$ cat config.mk
export PLATFORM = sky130hd
export DESIGN_NAME = comparador_serial_ctrl_flat
export DESIGN_NICKNAME = d
export VERILOG_FILES = /design/src/rtl/comparador_serial_ctrl_if.sv /design/src/rtl/comparador_serial_ctrl.sv /design/src/flat_wrapper.sv
export SDC_FILE = /design/constraint.sdc
export NUM_CORES = 1
export LEC_CHECK = 0
export ABC_AREA = 1
export CAP_MARGIN = 5
export CORE_MARGIN = 4
export CORE_UTILIZATION = 26
export DETAILED_ROUTE_END_ITERATION = 6
export GPL_ROUTABILITY_DRIVEN = 0
export SLEW_MARGIN = 20
export SYNTH_ARGS = -nofsm -noshare
export SYNTH_HDL_FRONTEND = slang
export SYNTH_SLANG_ARGS = --single-unit
export TNS_END_PERCENT = 100
$ cat constraint.sdc
create_clock -name clk -period 1.25 [get_ports clk]
set_input_delay 0.25 -clock clk [delete_from_list [all_inputs] [get_ports clk]]
set_output_delay 0.25 -clock clk [all_outputs]
set_load 0.005 [all_outputs]
$ cat src/rtl/comparador_serial_ctrl_if.sv
// rtl/comparador_serial_ctrl_if.sv - request/result bundle for the bit-serial comparator
interface comparador_serial_ctrl_if #(
    parameter int N = 8
);
    localparam int IW = (N > 1) ? $clog2(N) : 1;

    logic          start;
    logic          abort;
    logic [N-1:0]  wordA;
    logic [N-1:0]  wordB;
    logic          busy;
    logic          done;
    logic          gt;
    logic          eq;
    logic          lt;
    logic [IW-1:0] bit_idx;

    modport master (
        output start, abort, wordA, wordB,
        input  busy, done, gt, eq, lt, bit_idx
    );

    modport slave (
        input  start, abort, wordA, wordB,
        output busy, done, gt, eq, lt, bit_idx
    );
endinterface

$ cat src/rtl/comparador_serial_ctrl.sv
// rtl/comparador_serial_ctrl.sv - bit-serial LSB-first unsigned magnitude comparator
module comparador_serial_ctrl #(
    parameter int N = 8
) (
    input logic                     clk,
    input logic                     reset,
    comparador_serial_ctrl_if.slave bus
);
    localparam int IW = (N > 1) ? $clog2(N) : 1;
    localparam logic [IW-1:0] LAST_IDX = IW'(N - 1);

    typedef enum logic [1:0] {
        IDLE = 2'd0,
        SCAN = 2'd1,
        DONE = 2'd2
    } state_t;

    state_t        state_q, state_d;
    logic [N-1:0]  a_q, a_d;
    logic [N-1:0]  b_q, b_d;
    logic          g_q, g_d;
    logic          l_q, l_d;
    logic [IW-1:0] idx_q, idx_d;
    logic          gt_q, gt_d;
    logic          eq_q, eq_d;
    logic          lt_q, lt_d;
    logic          busy_q, busy_d;
    logic          done_q, done_d;

    logic a_bit, b_bit, g_next, l_next;

    // One comparator cell: a higher-order differing bit overrides the history in g/l.
    always_comb begin
        a_bit  = a_q[0];
        b_bit  = b_q[0];
        g_next = (a_bit & ~b_bit) | (~(a_bit ^ b_bit) & g_q);
        l_next = (~a_bit & b_bit) | (~(a_bit ^ b_bit) & l_q);
    end

    always_comb begin
        state_d = state_q;
        a_d     = a_q;
        b_d     = b_q;
        g_d     = g_q;
        l_d     = l_q;
        idx_d   = idx_q;
        gt_d    = gt_q;
        eq_d    = eq_q;
        lt_d    = lt_q;

        case (state_q)
            IDLE: begin
                if (bus.start) begin
                    a_d     = bus.wordA;
                    b_d     = bus.wordB;
                    g_d     = 1'b0;
                    l_d     = 1'b0;
                    idx_d   = '0;
                    state_d = SCAN;
                end
            end
            SCAN: begin
                // Abort wins even on the final bit; results keep the previous comparison.
                if (bus.abort) begin
                    idx_d   = '0;
                    state_d = IDLE;
                end else begin
                    g_d = g_next;
                    l_d = l_next;
                    a_d = a_q >> 1;
                    b_d = b_q >> 1;
                    if (idx_q == LAST_IDX) begin
                        idx_d   = '0;
                        gt_d    = g_next;
                        lt_d    = l_next;
                        eq_d    = ~(g_next | l_next);
                        state_d = DONE;
                    end else begin
                        idx_d = idx_q + IW'(1);
                    end
                end
            end
            DONE: begin
                state_d = IDLE;
            end
            default: begin
                state_d = IDLE;
            end
        endcase

        busy_d = (state_d == SCAN);
        done_d = (state_d == DONE);
    end

    always_ff @(posedge clk or posedge reset) begin
        if (reset) begin
            state_q <= IDLE;
            a_q     <= '0;
            b_q     <= '0;
            g_q     <= 1'b0;
            l_q     <= 1'b0;
            idx_q   <= '0;
            gt_q    <= 1'b0;
            eq_q    <= 1'b1;
            lt_q    <= 1'b0;
            busy_q  <= 1'b0;
            done_q  <= 1'b0;
        end else begin
            state_q <= state_d;
            a_q     <= a_d;
            b_q     <= b_d;
            g_q     <= g_d;
            l_q     <= l_d;
            idx_q   <= idx_d;
            gt_q    <= gt_d;
            eq_q    <= eq_d;
            lt_q    <= lt_d;
            busy_q  <= busy_d;
            done_q  <= done_d;
        end
    end

    assign bus.busy    = busy_q;
    assign bus.done    = done_q;
    assign bus.gt      = gt_q;
    assign bus.eq      = eq_q;
    assign bus.lt      = lt_q;
    assign bus.bit_idx = idx_q;
endmodule

$ cat src/flat_wrapper.sv
// flat-port wrapper written by rule: the top's interface ports become plain ports
module comparador_serial_ctrl_flat 
#(
    parameter int N = 8
)
  (clk, reset, bus_start, bus_abort, bus_wordA, bus_wordB, bus_busy, bus_done, bus_gt, bus_eq, bus_lt, bus_bit_idx);
  comparador_serial_ctrl_if #(.N(N)) bus_i ();
  input logic clk;
  input logic reset;
  input wire logic [$bits(bus_i.start)-1:0] bus_start;
  input wire logic [$bits(bus_i.abort)-1:0] bus_abort;
  input wire logic [$bits(bus_i.wordA)-1:0] bus_wordA;
  input wire logic [$bits(bus_i.wordB)-1:0] bus_wordB;
  output wire logic [$bits(bus_i.busy)-1:0] bus_busy;
  output wire logic [$bits(bus_i.done)-1:0] bus_done;
  output wire logic [$bits(bus_i.gt)-1:0] bus_gt;
  output wire logic [$bits(bus_i.eq)-1:0] bus_eq;
  output wire logic [$bits(bus_i.lt)-1:0] bus_lt;
  output wire logic [$bits(bus_i.bit_idx)-1:0] bus_bit_idx;
  assign bus_i.start = bus_start;
  assign bus_i.abort = bus_abort;
  assign bus_i.wordA = bus_wordA;
  assign bus_i.wordB = bus_wordB;
  assign bus_busy = bus_i.busy;
  assign bus_done = bus_i.done;
  assign bus_gt = bus_i.gt;
  assign bus_eq = bus_i.eq;
  assign bus_lt = bus_i.lt;
  assign bus_bit_idx = bus_i.bit_idx;
  comparador_serial_ctrl #(.N(N)) u_core (.clk(clk), .reset(reset), .bus(bus_i));
endmodule
==> key figures <==
Setup path
  • Max FO, Critical Path: 4
  • CP arrival: 1.37 ns
  • Setup slack, reg-to-reg: 0.05 ns
  • Critical path endpoint category: register
  • Crit start category: register
  • WS Path Type: reg -> reg
  • CP required: 1.42 ns

Finish
  • Most frequent cells in the layout: 99 x nand2_1, 27 x dfrtp_1, 19 x clkdlybuf4s50_1
  • Commonest non-fill, non-tap cell in the layout: nand2_1
  • Finished Cell Area: 2050 um^2
  • Finished Layout Cells: 301
  • Area Growth Syn to Fin: 41.9%
  • Post-layout util: 39.1%
  • Antenna Cells: 0
  • Nets: 256
  • Layout cells sized above 1: 20.3%

Global routing
  • GRT Total Usage: 10.5%
  • Total gr overflow: 0
  • Vias in the first global route: 1209
  • Initial antenna violation count: 0
  • Pin count of the biggest net entering global routing: 29
  • First-pass GRT wire length: 5530 um

Floorplan
  • Initial Util: 27.5%
  • Die width: 82.5 um
  • Die outline height: 82.5 um
  • Core Region: 5240 um^2
  • Row count: 26
  • I/O pins: 28
  • Total die area: 6800 um^2

Yosys
  • Most area-consuming cells after synthesis: dfrtp_1 47%, nand2_1 27%, nand3_1 5.2%, ha_1 3.5%, inv_1 2.3%
  • Count of cell types in the netlist: 19
  • Synth area leader: dfrtp_1
  • Area of the mapped netlist: 1440 um^2
  • Post-Syn Instances: 186
  • Avg Inst Size Synth: 7.76 um^2
  • Synth Net Count: 210
  • Post-synthesis sequential area ratio: 48.7%
  • #FFs+latches synth: 28
  • Synth warnings: 0
  • Share of the synthesized area in the top cell type: 46.8%

Timing
  • F_max: 831 MHz
  • # setup viols final: 0
  • Skew final: 0.00689 ns
  • Slew @ Worst Pin: 0.204 ns
  • Final Cycle Share: 96.3%
  • Max-slew violation count: 0
  • Minimum clock period: 1.20 ns
  • Min Hold Slack: 0.296 ns
  • Max_slew headroom: 86.4%
  • RSZ-0062 raised after global routing: yes
  • Hold Fails Final Rpt: 0

Min path
  • Hold WC Path Type: in -> async

Drt
  • Drt initial violations: 51
  • DR vias/cell: 4.25
  • Drt total wl: 3340 um
  • Routed via count: 1279
  • Drc violations: 0
  • Antenna viol nets, final: 0
  • Pre-antenna DRT Iters: 4
  • Wire length per cell: 11.1 um

Status
  • Status: finished, final reports clean

Placed design
  • DP Area: 1860 um^2
  • Placed instance count: 290
  • PortBufs: 27
  • Detail Placement HPWL: 2250 um

Clock network
  • CTS max path bufs: 2
  • Reg clk slew, reported paths: 0.09 ns
  • CTS root buffer: clkbuf_8
  • Clock Sinks: 28
  • Clk_lat worst skew: 0.27 ns
  • CTS Buf Count: 3
  • Hold_buf cts: 0
  • Htree depth: 1
  • CTS tree: done

Power and ir drop
  • Total power: 2.68 mW
  • Cell area power density: 1310 nW/um^2
  • Leak: 1.09 nW
  • Max VDD drop: 0.000631 V

Run
  • Max Cap Viol: 0
[cell type report]
cell class                      instances  area, um^2
Fill cell                             540        3190
Sequential cell                        28         702
Multi-Input combinational cell        139         699
Timing Repair Buffer                   48         437
Tap cell                               70        87.6
Inverter                               12        50.0
Clock buffer                            3        41.3
Clock inverter                          1        30.0
[per-layer routing]
metal	GRT usage (%)	up-vias	wire, um
met5	0	-	0
met2	17.2	21	1620
met3	2.71	2	149
li1	-	665	-
met1	14.0	591	1560
met4	1.96	0	14
[logic make-up (layout without fill, tap and decap cells)]
| logic type | after synthesis | in the layout | synth area share, % |
|---|---|---|---|
| AO/OA/AOI/OAI | 4 | 4 | 1.91 |
| flip-flops | 28 | 28 | 48.7 |
| buffers and inverters | 19 | 64 | 7.37 |
| AND/OR/NAND/NOR | 131 | 131 | 38.6 |
| adder cells (fa/ha/maj) | 4 | 4 | 3.47 |
[through the flow]
| stage | setup TNS [ns] | setup WS [ns] |
|---|---|---|
| 2_1_floorplan | 0 | 0.0485 |
| 3_3_place_gp | -3.12 | -0.189 |
| 3_5_place_dp | -3.16 | -0.196 |
| 4_1_cts | -0.0213 | -0.0130 |
| 5_1_grt | -0.0763 | -0.0468 |
| 6_report | 0 | 0.0462 |
[cell usage after synthesis (all sizes together)]
library cell    n
nand4           5
buf             7
dfstp           1
clkinv          1
dfrtp          27
nand2         104
nor2            6
a21oi           1
nand3          16
ha              4
o21ai           3
inv            11
[sequential cells by signal (all words and copies together), names as in the netlist]
register,flops
u_core.bus.lt,1
u_core.bus.busy,1
u_core.b_q,8
u_core.g_q,1
u_core.bus.eq,1
u_core.bus.gt,1
u_core.a_q,8
u_core.bus.bit_idx,3
u_core.state_q,2
u_core.l_q,1
u_core.bus.done,1
[worst max-delay path, cell delays in order (launching register included)]
cell     delay, ns
dfrtp_1       0.39
buf_6         0.12
ha_4          0.14
ha_4          0.16
nand4_1       0.15
nand2_1       0.10
nand2_1       0.05
[timing repair]
action,4_1_cts,5_1_grt
setup endpoints to repair,10,17
setup buffers,4,2
resized for setup,14,22
pin swaps,1,7
cloned,0,1
[report_power, final]
| group | switching (mW) | total, mW | internal [mW] |
|---|---|---|---|
| clock network | 0.282 | 0.711 | 0.429 |
| logic | 0.414 | 0.788 | 0.374 |
| registers | 0.106 | 1.18 | 1.07 |
| total | 0.803 | 2.68 | 1.87 |
[worst paths after layout]
path / from / endpoint / depth (start not counted)
worst min register to register: u_core.bus.eq / u_core.bus.eq / 2
worst min-delay path: reset / u_core.bus.gt / 3
max in group asynchronous: reset / u_core.bus.eq / 3
worst max-delay path: u_core.bus.bit_idx[0] / u_core.bus.gt / 6
worst max register to register: u_core.bus.bit_idx[0] / u_core.bus.gt / 6
min in group clk: u_core.bus.eq / u_core.bus.eq / 2
Power figures use the tool's default switching activity.
